`src/rtl/plp_dma_pkg.sv`:
```
// Shared types and constants for the PLP data-bus DMA master.
// Latency: n/a (declarations only).
// Backpressure: n/a.
package plp_dma_pkg;

    typedef enum logic [2:0] {
        ST_IDLE,
        ST_REQ,
        ST_RD,
        ST_WR,
        ST_HOLD,
        ST_FIN
    } state_t;

    localparam logic [1:0] DRW_IDLE  = 2'b00;
    localparam logic [1:0] DRW_WRITE = 2'b01;
    localparam logic [1:0] DRW_READ  = 2'b10;

    // Low address bits cleared on every pointer load (word alignment).
    localparam logic [1:0] ALIGN_MASK = 2'b11;

endpackage

```
`src/rtl/plp_dma_ptr.sv`:
```
// Loadable word pointer: aligned load, fixed STRIDE post-increment, wraps silently.
// Latency: new value visible the cycle after load/inc.
// Backpressure: none; the caller only pulses inc for accesses that actually happened.
module plp_dma_ptr
    import plp_dma_pkg::*;
#(
    parameter int ADDR_W = 32,
    parameter int STRIDE = 4
) (
    input  logic              clk,
    input  logic              rst,
    input  logic              load,
    input  logic [ADDR_W-1:0] load_val,
    input  logic              inc,
    output logic [ADDR_W-1:0] ptr
);

    logic [ADDR_W-1:0] ptr_q, ptr_d;

    // Load wins over increment; the sum wraps modulo 2^ADDR_W.
    always_comb begin
        ptr_d = ptr_q;
        if (load) begin
            ptr_d = load_val & ~ADDR_W'(ALIGN_MASK);
        end else if (inc) begin
            ptr_d = ptr_q + ADDR_W'(STRIDE);
        end
    end

    // Pointer register.
    always_ff @(posedge clk) begin
        if (rst) begin
            ptr_q <= '0;
        end else begin
            ptr_q <= ptr_d;
        end
    end

    assign ptr = ptr_q;

endmodule

```
`src/rtl/plp_dma_master.sv`:
```
// DMA master: copies len words src->dst over the PLP data bus (fill with src pattern under PLP_DMA_FILL_EN).
// Latency: 1 cycle REQ, then 2 cycles/word (copy) or 1 cycle/word (fill), then a 1-cycle done pulse.
// Backpressure: bus_gnt low on an RD/WR cycle suppresses the access, parks in HOLD and re-requests.
module plp_dma_master
    import plp_dma_pkg::*;
#(
    parameter int ADDR_W = 32,
    parameter int LEN_W  = 16,
    parameter int STRIDE = 4
) (
    input  logic              clk,
    input  logic              rst,
    input  logic              start,
    input  logic [ADDR_W-1:0] src,
    input  logic [ADDR_W-1:0] dst,
    input  logic [LEN_W-1:0]  len,
    input  logic              fill_mode,
    output logic              busy,
    output logic              done,
    output logic [LEN_W-1:0]  remaining,
    output logic              bus_req,
    input  logic              bus_gnt,
    output logic              de,
    output logic [ADDR_W-1:0] daddr,
    output logic [1:0]        drw,
    output logic [31:0]       din,
    input  logic [31:0]       dout
);

    state_t            state_q, state_d;
    logic [LEN_W-1:0]  rem_q, rem_d;
    logic [31:0]       data_q, data_d;
    logic              phase_wr_q, phase_wr_d;
    logic              fill_q, fill_d;

    logic              fill_start;
    logic              ptr_load, src_inc, dst_inc;
    logic [ADDR_W-1:0] src_ptr, dst_ptr;

    logic              busy_c, done_c, bus_req_c, de_c;
    logic [1:0]        drw_c;
    logic [ADDR_W-1:0] daddr_c;

`ifdef PLP_DMA_FILL_EN
    assign fill_start = fill_mode;
`else
    logic unused_fill;
    assign fill_start  = 1'b0;
    assign unused_fill = fill_mode;
`endif

    plp_dma_ptr #(.ADDR_W(ADDR_W), .STRIDE(STRIDE)) u_src_ptr (
        .clk      (clk),
        .rst      (rst),
        .load     (ptr_load),
        .load_val (src),
        .inc      (src_inc),
        .ptr      (src_ptr)
    );

    plp_dma_ptr #(.ADDR_W(ADDR_W), .STRIDE(STRIDE)) u_dst_ptr (
        .clk      (clk),
        .rst      (rst),
        .load     (ptr_load),
        .load_val (dst),
        .inc      (dst_inc),
        .ptr      (dst_ptr)
    );

    // Next-state and bus outputs; an access only happens when the grant is present this cycle.
    always_comb begin
        state_d    = state_q;
        rem_d      = rem_q;
        data_d     = data_q;
        phase_wr_d = phase_wr_q;
        fill_d     = fill_q;
        ptr_load   = 1'b0;
        src_inc    = 1'b0;
        dst_inc    = 1'b0;
        busy_c     = 1'b0;
        done_c     = 1'b0;
        bus_req_c  = 1'b0;
        de_c       = 1'b0;
        drw_c      = DRW_IDLE;
        daddr_c    = '0;
        case (state_q)
            ST_IDLE: begin
                if (start) begin
                    if (len != '0) begin
                        state_d    = ST_REQ;
                        ptr_load   = 1'b1;
                        rem_d      = len;
                        fill_d     = fill_start;
                        phase_wr_d = fill_start;
                        if (fill_start) begin
                            data_d = 32'(src);
                        end
                    end else begin
                        state_d = ST_FIN;
                    end
                end
            end
            ST_REQ: begin
                busy_c    = 1'b1;
                bus_req_c = 1'b1;
                if (bus_gnt) begin
                    state_d = phase_wr_q ? ST_WR : ST_RD;
                end
            end
            ST_RD: begin
                busy_c    = 1'b1;
                bus_req_c = 1'b1;
                if (bus_gnt) begin
                    de_c    = 1'b1;
                    drw_c   = DRW_READ;
                    daddr_c = src_ptr;
                    data_d  = dout;
                    src_inc = 1'b1;
                    state_d = ST_WR;
                end else begin
                    phase_wr_d = 1'b0;
                    state_d    = ST_HOLD;
                end
            end
            ST_WR: begin
                busy_c    = 1'b1;
                bus_req_c = 1'b1;
                if (bus_gnt) begin
                    de_c    = 1'b1;
                    drw_c   = DRW_WRITE;
                    daddr_c = dst_ptr;
                    dst_inc = 1'b1;
                    rem_d   = rem_q - LEN_W'(1);
                    if (rem_q == LEN_W'(1)) begin
                        state_d = ST_FIN;
                    end else begin
                        state_d = fill_q ? ST_WR : ST_RD;
                    end
                end else begin
                    phase_wr_d = 1'b1;
                    state_d    = ST_HOLD;
                end
            end
            ST_HOLD: begin
                busy_c    = 1'b1;
                bus_req_c = 1'b1;
                state_d   = ST_REQ;
            end
            ST_FIN: begin
                done_c  = 1'b1;
                state_d = ST_IDLE;
            end
            default: begin
                state_d = ST_IDLE;
            end
        endcase
    end

    // Control and data registers; reset abandons any transfer in flight.
    always_ff @(posedge clk) begin
        if (rst) begin
            state_q    <= ST_IDLE;
            rem_q      <= '0;
            data_q     <= '0;
            phase_wr_q <= 1'b0;
            fill_q     <= 1'b0;
        end else begin
            state_q    <= state_d;
            rem_q      <= rem_d;
            data_q     <= data_d;
            phase_wr_q <= phase_wr_d;
            fill_q     <= fill_d;
        end
    end

    // Gating with rst keeps responders from committing a write at the negedge of a reset cycle.
    assign de        = de_c & ~rst;
    assign drw       = rst ? DRW_IDLE : drw_c;
    assign daddr     = rst ? '0 : daddr_c;
    assign bus_req   = bus_req_c & ~rst;
    assign busy      = busy_c & ~rst;
    assign done      = done_c & ~rst;
    assign din       = data_q;
    assign remaining = rem_q;

endmodule

```
`config.mk`:
```
export PLATFORM = sky130hd
export DESIGN_NAME = plp_dma_master
export DESIGN_NICKNAME = d
export VERILOG_FILES = /design/src/rtl/plp_dma_pkg.sv /design/src/rtl/plp_dma_ptr.sv /design/src/rtl/plp_dma_master.sv
export SDC_FILE = /design/constraint.sdc
export NUM_CORES = 1
export LEC_CHECK = 0
export CORE_AREA = 4 4 125 157
export DETAILED_ROUTE_END_ITERATION = 8
export DIE_AREA = 0 0 129 161
export PLACE_DENSITY = 0.72
export SYNTH_ARGS = -nofsm -noshare
export SYNTH_HDL_FRONTEND = slang
export SYNTH_SLANG_ARGS = --single-unit
```
`constraint.sdc`:
```
create_clock -name clk -period 2.5 [get_ports clk]
set_input_delay 0.5 -clock clk [delete_from_list [all_inputs] [get_ports clk]]
set_output_delay 0.5 -clock clk [all_outputs]
set_load 0.02 [all_outputs]
```
# Word level (Yosys, flattened, before mapping)
# Index checks and enable logic that the tools add are counted.
# W data, S select, Z words.
# totals
word_cells	78
reg_bits	116
in_bits	117
# op_classes
n_mux	38
bitwise	4
n_reduce_logical	13
add_sub_neg	3
n_eq_ne	12
# ops
operator	count
$mux W32	7
$add A32 B3 Y32 const B	2
$pmux W32 S2	1
$mux W16	3
$pmux W16 S2	1
$mux W3	6
$eq A16 B1 Y1 const B	1
$reduce_bool A16 Y1	1
$sub A16 B1 Y16 const B	1
$mux W1	15
$pmux W3 S5	1
$ne A2 B2 Y1 const B	6
$eq A3 B2 Y1 const B	2
$eq A3 B3 Y1 const B	2
$reduce_bool A2 Y1	3
$reduce_and A5 Y1	1
$mux W2	2
$pmux W2 S2	1
$reduce_and A2 Y1	2
$reduce_and A4 Y1	1
$reduce_or A2 Y1	2
$reduce_or A4 Y1	1
$and A1 B1 Y1	3
$eq A3 B1 Y1 const B	1
4 further kinds	4

# Depth between registers and ports, before layout
# Gate-level depths: netlist of run 1.
# logic_depth
depth_word	5
mapped_depth	8
depth_no_buf	7

# By module
# Synthesis of run 1 repeated with hierarchy kept, for this count alone.
# unflattened
cells_unflattened	916
hier_area_um2	6761.5
# modules_own_cells
mod	area_each_um2	n_inst	cells_per_inst
plp_dma_ptr	1929.4	2	251
plp_dma_master	2902.8	1	414

# Worst setup path before layout of run 1
# No wires, ideal clock.
# synth_timing
path_type	register -> output
startpoint	register state_q[1]
endpoint	output port daddr[17]
arrival_ns	2.063
path_stages_with_launch	7
setup_slack_ns	-0.063
required_time_ns	2.000
path_buffers	3
cell_sequence	dfxtp_1 > clkbuf_1 > nor4bb_1 > clkbuf_1 > clkbuf_1 > nand2_1 > a21oi_1
# synth_between
elab_chain_cells	3
word_cells_on_any_way	4
classes_between	eq/ne: 2; mux: 2
# synth_lines
element	line_no	text
from (decl)	plp_dma_master.sv:30	state_t state_q, state_d;
from (signal assigned)	plp_dma_master.sv:168	state_q <= state_d;
$eq A3 B2 Y1	plp_dma_master.sv:86	case (state_q)
$pmux W32 S2 (*)	plp_dma_master.sv:86	
$mux W32 (*)	plp_dma_master.sv:179	assign daddr = rst ? '0 : daddr_c;
to (decl)	plp_dma_master.sv:24	output logic [ADDR_W-1:0] daddr,
# Every way passes the cells marked *; elsewhere a longest branch is shown, timed or not.

# Worst setup path in the final report of run 1
# layout_timing
startpoint	register state_q[1]
endpoint	output port daddr[3]
# The elaborated chain is that of the path after synthesis.

==> metrics.txt, run 1 <==
CTS tree=done; Max Slew Vio Count=0; worst clock skew=between 0.01 and 0.015 ns; crit path cell chain=nor4bb_4, buf_4, buf_12, a22oi_1, nor2_1, dlygate4sd2_1; fin crit share=0.965; Inst Count DP=1,295; hpwl dp=roughly 17,000 µm; GPL Wtd Cong=0.902; Starting DRT DRC Count=roughly 650; CP max-delay cell=dfxtp_2; Yosys cell types=between 60 and 70; fillers=1,796; Rel. slew slack=0.246; setup TNS=0 ns; crit end category=primary output; area occupied by multi-input gates=0.00372 mm²; GRT Total Usage=0.224; CP Max Fanout=17; leakage power=~0.0032 µW; drt drc=0; Root Driver=clkbuf_16; clock slew at reported path FFs=roughly 0.09 ns; clock sinks=roughly 110; Fin. Hold Viols=0; final wirelength=roughly 24,000 µm; Hold WC Path Type=register to register; CTS max path bufs=2; MaxCap Viol Count=0; CTS buffer count=9; pre-CTS WS=-0.459 ns; Die ar.=just over 0.02 mm²; Final Critical Period=roughly 2.4 ns; status=completed; area leader, netlist=dfxtp_1; synth top area cells=dfxtp_1, nand2_1, a21oi_1; worst setup margin=just under 0.09 ns; Worst Path Buf+Inv=3; layout cell share with drive strength beyond 1=0.134; Synth Flop Type=dfxtp_1; largest net degree at the start of global routing=100; share of the synthesized area in the top cell type=0.357; area delta synth->final=47.8%; TritonRoute pass-1 iters=5; syn avg cell area=~7.3 µm²; Peak VDD IR=approximately 0.32 mV; DR vias/cell=between 5 and 6; Finished Core Util=0.514; first-pass GRT wire length=around 38,000 µm; Diodes inserted=0; f_max=between 0.4 and 0.5 GHz; post-detailed-route wirelength per cell=approximately 18 µm; gr ovfl total=0; # IOs=203; Ys Warns=0; post-synthesis cell count=around 860; critical path class=register to primary output; Setup Viol. Count Final=0; htree depth=3; crit-path leading delay family=buffers and inverters; Pwr per Cell Area=505 mW/mm²; hold-fix buffers at CTS=0; Worst-Skew Late Latency=0.36 ns; total chip power=around 4700 µW; number of synthesized flops with an enable pin=0; Die W=129 µm; worst stage delay on the critical path=between 0.3 and 0.4 ns; RSZ-0062 raised after global routing=no; worst-margin pin slew=approximately 1.1 ns; Worst Path Required=roughly 2 ns; Antenna Nets Post-Route=0; fin cells=approximately 1,300; Worst Path Arrival=1.91 ns; Starting Density=0.348; Register Area=roughly 0.0022 mm²; FF+latch count, synth=112; asr flop ratio synth=0; initial antenna violation count=0; Cell Rows=55; IO Port Bufs=195; Worst setup SP type=register; vias post-DR=7,475; total core area=around 0.018 mm²; area of the mapped netlist=0.00627 mm²; vias in the first global route=7,256; NumNets Final=around 1,200; Die Y=161 µm; sequential cell area fraction in the yosys report=0.357
==> cell usage in the layout (no fill, tap or decap), types with 7 or more instances in the layout <==
master and instances:
xor2_1 7, o211ai_1 8, a21oi_1 86, nor2_1 81, buf_4 79, nand3_1 29, a31oi_1 16, clkbuf_2 21
and3_1 12, o311ai_0 7, xnor2_1 12, clkdlybuf4s50_1 158, clkbuf_16 9, nor3_1 29, or3_1 9, o21ai_0 31
nand4_1 18, nand2_1 143, nor4_1 27, buf_12 10, or4_1 12, a22oi_1 32, dfxtp_1 109, dlygate4sd2_1 8
inv_1 14, a211oi_1 24
==> tightest hold or removal path, stage by stage (launching register included) <==
cell	delay, ns
dfxtp_1	0.32
nand2_1	0.05
a21oi_1	0.05
==> sequential cells by signal (all words and copies together) (netlist names) <==
signal         count
din               32
u_dst_ptr.ptr     30
u_src_ptr.ptr     30
remaining         16
state_q            3
phase_wr_q         1
==> repair_timing <==
item | in CTS | in global routing
gates cloned | 1 | 0
gates resized for setup | 55 | 38
hold endpoints to repair | 0 | 0
setup buffers | 1 | 0
endpoints found under the setup margin | 35 | 32
==> layout make-up <==
type | instances | area share
multi-input combinational | 660 | 0.402
timing repair buffer | 283 | 0.285
sequential | 112 | 0.242
tap | 228 | 0.0308
clock buffer | 9 | 0.0243
clock inverter | 7 | 0.0105
inverter | 14 | 0.00567
==> stage by stage <==
| step | cell area [µm²] | hold WS (ns) |
|---|---|---|
| 2_1_floorplan | 6280 | 0.462 |
| 3_5_place_dp | 9020 | 0.446 |
| 5_1_grt | 9270 | 0.477 |
| 6_report | 9270 | 0.456 |
| 3_3_place_gp | 9020 | 0.440 |
| 4_1_cts | 9360 | 0.457 |
==> worst paths after layout <==
path                          start                 to  slack [ns]  cells after the start
setup / recovery         state_q[1]           daddr[3]        0.09                      6
hold / removal               din[9]             din[9]        0.46                      2
setup reg to reg  u_src_ptr.ptr[14]  u_src_ptr.ptr[26]        0.18                      5
hold reg to reg              din[9]             din[9]        0.46                      2
==> routing by layer <==
layer / global-route usage / up-vias / wire [µm]
met5: 0 / - / 0
met3: 0.0595 / 54 / 2330
met1: 0.292 / 3462 / 9760
met4: 0.0764 / 0 / 717
met2: 0.359 / 374 / 11000
li1: - / 3585 / -
==> synth_stat cells (all sizes together), types with 14 or more instances <==
| cell | count |
|---|---|
| o21ai | 31 |
| nor4 | 28 |
| inv | 14 |
| a211oi | 24 |
| clkbuf | 60 |
| nor3 | 29 |
| nor2 | 81 |
| nand2 | 144 |
| nand4 | 19 |
| a22oi | 32 |
| a21oi | 86 |
| a31oi | 16 |
| dfxtp | 112 |
| nand3 | 29 |
==> report_power, final <==
part	total, µW	internal (µW)	switching [µW]
Combinational	1000	517	488
Sequential	2080	1900	173
Clock	1600	810	787
Total	4680	3230	1450
==> kinds of logic (layout without fill, tap and decap cells) <==
logic type | Yosys count | count (layout) | share of synthesized area
and+or+nand+nor | 393 | 393 | 0.307
AOI/OAI and AO/OA | 241 | 241 | 0.245
DFF | 112 | 112 | 0.357
buffers and inverters | 85 | 313 | 0.0539
xor gates and xnor gates | 19 | 19 | 0.0265
adders and majority gates | 4 | 4 | 0.00798
other | 1 | 2 | 0.000598
muxes | 1 | 1 | 0.00160
No activity file was read; power rests on OpenSTA's default activity.
==> run 2, diff against run 1 <==
CTS_CLUSTER_DIAMETER = 200   (was not set)
SKIP_CTS_REPAIR_TIMING = 1   (was not set)
==> metrics.txt, run 2 (synthesis gave the netlist of run 1 again) <==
post-route cell area=0.00945 mm² (was 0.00927 mm²); total chip power=4690 µW (was 4680 µW); NumNets Final=1,202 (was 1,201); Setup Viol. Count Final=0 (unchanged); TritonRoute pass-1 iters=5 (unchanged); htree depth=3 (unchanged); clock sinks=112 (unchanged); commonest non-fill, non-tap cell in the layout=clkdlybuf4s50_1 (unchanged); layout cell share with drive strength beyond 1=0.115 (was 0.134); Rel. slew slack=0.255 (was 0.246); Worst Path Required=2.00 ns (about the same); Sw Ratio=0.311 (was 0.310); Cell Int Power=3230 µW (about the same); CP Max Fanout=16 (was 17); critical path class=register to primary output (unchanged); Worst setup SP type=register (unchanged); worst clock skew=0.0102 ns (was 0.0123 ns); gr ovfl total=0 (unchanged); Diodes inserted=0 (unchanged); Worst-Skew Late Latency=0.36 ns (about the same); initial antenna violation count=0 (unchanged); GRT Total Usage=0.223 (was 0.224); MaxCap Viol Count=0 (unchanged); area delta synth->final=50.7% (was 47.8%); CTS buffer count=9 (unchanged); Root Driver=clkbuf_16 (unchanged); drt drc=0 (unchanged); fin crit share=0.970 (was 0.965); Starting Density=0.348 (unchanged); first-pass GRT wire length=37,500 µm (was 37,700 µm); Logic pwr share=0.215 (about the same); largest net degree at the start of global routing=100 (unchanged); IO Port Bufs=195 (unchanged); clock network power share=0.342 (was 0.341); worst-margin pin slew=1.12 ns (was 1.13 ns); final wirelength=24,000 µm (was 23,800 µm); most frequent cells in the layout=clkdlybuf4s50_1, nand2_1, dfxtp_1 (unchanged); # IOs=203 (unchanged); status=completed (unchanged); fin cells=1,314 (was 1,313); leakage power=0.00376 µW (was 0.00324 µW); Pwr per Cell Area=496 mW/mm² (was 505 mW/mm²); NetSw=1460 µW (was 1450 µW); Peak VDD IR=0.322 mV (was 0.323 mV); DR vias/cell=5.66 (was 5.69); Final Critical Period=2.42 ns (was 2.41 ns); Max Slew Vio Count=0 (unchanged); hpwl dp=17,400 µm (unchanged); Inst Count DP=1,295 (unchanged); Hold WC Path Type=register to register (unchanged); vias in the first global route=7,262 (was 7,256); Die Y=161 µm (unchanged); max reg flops=32 (unchanged); Seq pwr share=0.443 (was 0.444); total core area=0.0180 mm² (unchanged); Die W=129 µm (unchanged); Die ar.=0.0208 mm² (unchanged); crit end category=primary output (unchanged); CTS max path bufs=2 (unchanged); post-detailed-route wirelength per cell=18.2 µm (about the same); CTS tree=done (unchanged); Fin. Hold Viols=0 (unchanged); Starting DRT DRC Count=637 (was 647); dpl cell area=0.00902 mm² (unchanged); Antenna Nets Post-Route=0 (unchanged); GPL Wtd Cong=0.902 (unchanged); f_max=0.412 GHz (was 0.414 GHz); clock slew at reported path FFs=0.08 ns (was 0.09 ns); Worst Path Arrival=1.92 ns (was 1.91 ns); Cell Rows=55 (unchanged); vias post-DR=7,442 (was 7,475)
## run 2: changes by cell type in the layout (fill, tap and decap cells not counted), sizes merged
| cell | delta |
|---|---|
| dlymetal6s2s | +32 |
| clkdlybuf4s50 | -1 |
| bufbuf | -1 |
| clkbuf | -17 |
| dlygate4sd2 | -8 |
| clkdlybuf4s15 | -4 |
## run 2: critical path, stage by stage (launching register included)
cell	delay (ns)
dfxtp_1	0.43
nor4bb_4	0.33
buf_4	0.18
clkbuf_16	0.18
a22oi_1	0.10
nor2_1	0.11
dlymetal6s2s_1	0.23
## run 2: worst paths after layout
path	end	start	slack [ns]	cells after the start
hold reg to reg	din[25]	din[25]	0.46	2
setup / recovery	daddr[16]	state_q[1]	0.08	6
setup reg to reg	u_src_ptr.ptr[26]	u_src_ptr.ptr[13]	0.17	5
hold / removal	din[25]	din[25]	0.46	2
## run 2: area by class of cell
cell class / instances / area (µm²)
clock buffer: 9 / 225
clock inverter: 7 / 97.6
fill: 1765 / 8580
inverter: 14 / 52.6
multi-input combinational: 660 / 3720
sequential: 112 / 2240
tap: 228 / 285
timing repair buffer: 284 / 2830
## run 2: power groups by stage
stage	combinational [µW]	clock (µW)	sequential, µW
after global placement	987	0	2110
final	1010	1600	2080
after detailed placement	997	0	2110
after floorplan	437	0	2090
after CTS	1000	1630	2070
after global routing	1100	1700	2090
## run 2: metal layers
layer	vias up	wire [µm]	GRT usage
met5	-	0	0
met2	385	11100	0.357
met1	3415	9610	0.287
li1	3589	-	-
met4	0	703	0.0798
met3	53	2530	0.0592
## run 2: through the flow
stage | worst slack, ns | util | hold slack [ns] | setup TNS (ns)
after CTS | -0.463 | 0.518 | 0.457 | -12.43
after global routing | -0.00715 | 0.524 | 0.477 | -0.0118
final | 0.0756 | 0.524 | 0.456 | 0
after floorplan | 0.0284 | - | 0.462 | 0
after global placement | -0.426 | 0.500 | 0.440 | -12.73
after detailed placement | -0.459 | 0.500 | 0.446 | -14.47
==> run 3, diff against run 2 <==
ABC_AREA = 1   (was not set)
CORE_AREA = 4 4 134 168   (was 4 4 125 157)
DIE_AREA = 0 0 138 172   (was 0 0 129 161)
PLACE_DENSITY = 0.7   (was 0.72)
==> metrics.txt, run 3 <==
multiplexer share of the synthesized area=0 (was 0.00160); number of synthesized flops with an enable pin=0 (unchanged); Synth Area in Simple Gates=0.430 (was 0.307); clock sinks=112 (unchanged); IO Port Bufs=195 (unchanged); Worst-Skew Late Latency=0.36 ns (about the same); RSZ-0062 raised after global routing=yes; Starting Density=0.347 (was 0.348); Worst Path Required=2.00 ns (about the same); largest family of logic cells by synthesized area=simple AND/OR/NAND/NOR gates (unchanged); status=completed (unchanged); Antenna Nets Post-Route=0 (unchanged); Adder-Cell Fraction of Synth Area=0.00693 (was 0.00798); Inst Count DP=1,633 (was 1,295); CP Max Fanout=3 (was 16); Post-synth top cells=nor2_1, nand2_1, dfxtp_1 (was nand2_1, dfxtp_1, a21oi_1); Synth Flop Type=dfxtp_1 (unchanged); Worst Path Arrival=1.94 ns (was 1.92 ns); Setup Viol. Count Final=0 (unchanged); worst-margin pin slew=0.646 ns (was 1.12 ns); syn avg cell area=6.10 µm² (was 7.33 µm²); leakage power=0.00391 µW (was 0.00376 µW); Diodes inserted=0 (unchanged); htree depth=3 (unchanged); Die Y=172 µm (was 161 µm); most frequent cell after synthesis=nor2_1 (was nand2_1); CTS max path bufs=2 (unchanged); most frequent cells in the layout=nor2_1, nand2_1, clkdlybuf4s50_1 (was clkdlybuf4s50_1, nand2_1, dfxtp_1); area of the mapped netlist=0.00722 mm² (was 0.00627 mm²); total core area=0.0208 mm² (was 0.0180 mm²); worst clock skew=0.00736 ns (was 0.0102 ns); first-pass GRT wire length=41,100 µm (was 37,500 µm); Final Critical Period=2.44 ns (was 2.42 ns); Worst setup SP type=input pin (was register); asr flop ratio synth=0 (unchanged); WHS=0.476 ns (was 0.456 ns); final wirelength=25,900 µm (was 24,000 µm); fin crit share=0.975 (was 0.970); area delta synth->final=35.9% (was 50.7%); GPL Wtd Cong=0.929 (was 0.902); Critical Path End=de (was daddr[16]); GRT Total Usage=0.210 (was 0.223); worst setup path startpoint=bus_gnt (was state_q[1]); Cell Rows=59 (was 55); TritonRoute pass-1 iters=5 (unchanged); commonest non-fill, non-tap cell in the layout=nor2_1 (was clkdlybuf4s50_1); post-synthesis cell count=1,184 (was 856); hold depth=2 (unchanged); Pwr per Cell Area=517 mW/mm² (was 496 mW/mm²); drt drc=0 (unchanged); post-synthesis xor/xnor area fraction=0.0352 (was 0.0265); area leader, netlist=dfxtp_1 (unchanged); reg2reg path depth=10 (was 5); complex-gate fraction of the synthesized area=0.133 (was 0.245); MaxCap Viol Count=0 (unchanged); Starting DRT DRC Count=522 (was 637); hpwl dp=19,600 µm (was 17,400 µm); Hold WC Path Type=register to register (unchanged); Peak VDD IR=0.320 mV (was 0.322 mV); gr ovfl total=0 (unchanged); Rel. slew slack=0.569 (was 0.255); FF+latch count, synth=112 (unchanged); FF-to-FF End=u_src_ptr.ptr[20] (was u_src_ptr.ptr[26]); flop2flop setup slack=0.40 ns (was 0.17 ns); vias post-DR=8,315 (was 7,442); vias in the first global route=7,927 (was 7,262); Yosys cell types=37 (was 61); crit end category=primary output (unchanged); Die W=138 µm (was 129 µm); CTS buffer count=9 (unchanged); layout cell share with drive strength beyond 1=0.0953 (was 0.115); clock slew at reported path FFs=0.08 ns (about the same); Max Slew Vio Count=0 (unchanged); max reg flops=32 (unchanged); initial antenna violation count=0 (unchanged); post-detailed-route wirelength per cell=15.7 µm (was 18.2 µm); synth top area cells=dfxtp_1, nor2_1, nand2_1 (was dfxtp_1, nand2_1, a21oi_1); sequential cell area fraction in the yosys report=0.311 (was 0.357); DR vias/cell=5.04 (was 5.66); Fin. Hold Viols=0 (unchanged); largest net degree at the start of global routing=67 (was 100); worst r2r src=state_q[2] (was u_src_ptr.ptr[13]); critical path class=input pin to primary output (was register to primary output); fin cells=1,649 (was 1,314); Root Driver=clkbuf_16 (unchanged); f_max=0.410 GHz (was 0.412 GHz); Die ar.=0.0237 mm² (was 0.0208 mm²); Ys Warns=0 (unchanged); # IOs=203 (unchanged); share of the synthesized area in the top cell type=0.311 (was 0.357); NumNets Final=1,491 (was 1,202); CTS tree=done (unchanged)
run 3: cell count changes in the layout (fill, tap and decap cells not counted), moves of 28 or more:
cell            delta
a21oi_1           -37
buf_4             -36
dlymetal6s2s_1    -28
inv_1             +61
nand2_1          +130
nand3_1           +39
nor2_1           +206
o21ai_0           +55
run 3: cell type report:
class,count,area [µm²]
Clock buffer,9,225
Clock inverter,7,81.3
Fill cell,2237,11000
Inverter,83,317
Multi-Input combinational cell,933,4380
Sequential cell,112,2240
Tap cell,274,343
Timing Repair Buffer,231,2220
run 3: metal layers:
layer,vias to the layer above,track usage,share of wire
li1,4187,-,-
met2,310,0.362,0.48
met5,-,0,0
met1,3768,0.259,0.42
met4,0,0.0769,0.028
met3,50,0.0490,0.075
run 3: cell families (layout without fill, tap and decap cells):
family | count (synthesis) | in the layout
buffers and inverters | 140 | 330
other | 1 | 2
XOR/XNOR | 29 | 29
AO/OA/AOI/OAI | 173 | 173
AND/OR/NAND/NOR | 725 | 725
adder cells (fa/ha/maj) | 4 | 4
flip-flops | 112 | 112
run 3: report_power, final:
group	internal, µW	switching, µW
combinational	617	750
sequential	1940	245
clock	725	799
run 3: worst min-delay path by stage:
| stage | from | endpoint | slack [ns] |
|---|---|---|---|
| CTS | phase_wr_q | phase_wr_q | 0.47 |
| finish | phase_wr_q | phase_wr_q | 0.48 |
| global placement | phase_wr_q | phase_wr_q | 0.45 |
| floorplan | phase_wr_q | phase_wr_q | 0.44 |
| global route | phase_wr_q | phase_wr_q | 0.50 |
| detailed placement | phase_wr_q | phase_wr_q | 0.46 |
run 3: worst max-delay path: stages:
cell and delay [ns]:
clkdlybuf4s50_1 0.47, inv_1 0.06, buf_4 0.14, nor2_1 0.13
clkdlybuf4s50_1 0.63
run 3: stage by stage:
| step | util | instance area, µm² | TNS, ns | setup WS (ns) | total power (µW) |
|---|---|---|---|---|---|
| floorplan | - | 7220 | 0 | 0.337 | 2960 |
| global placement | 0.461 | 9590 | -10.41 | -0.358 | 3580 |
| detailed placement | 0.461 | 9590 | -11.17 | -0.413 | 3580 |
| CTS | 0.475 | 9900 | -11.52 | -0.415 | 5110 |
| global route | 0.471 | 9810 | -0.127 | -0.0360 | 5350 |
| finish | 0.471 | 9810 | 0 | 0.0628 | 5080 |
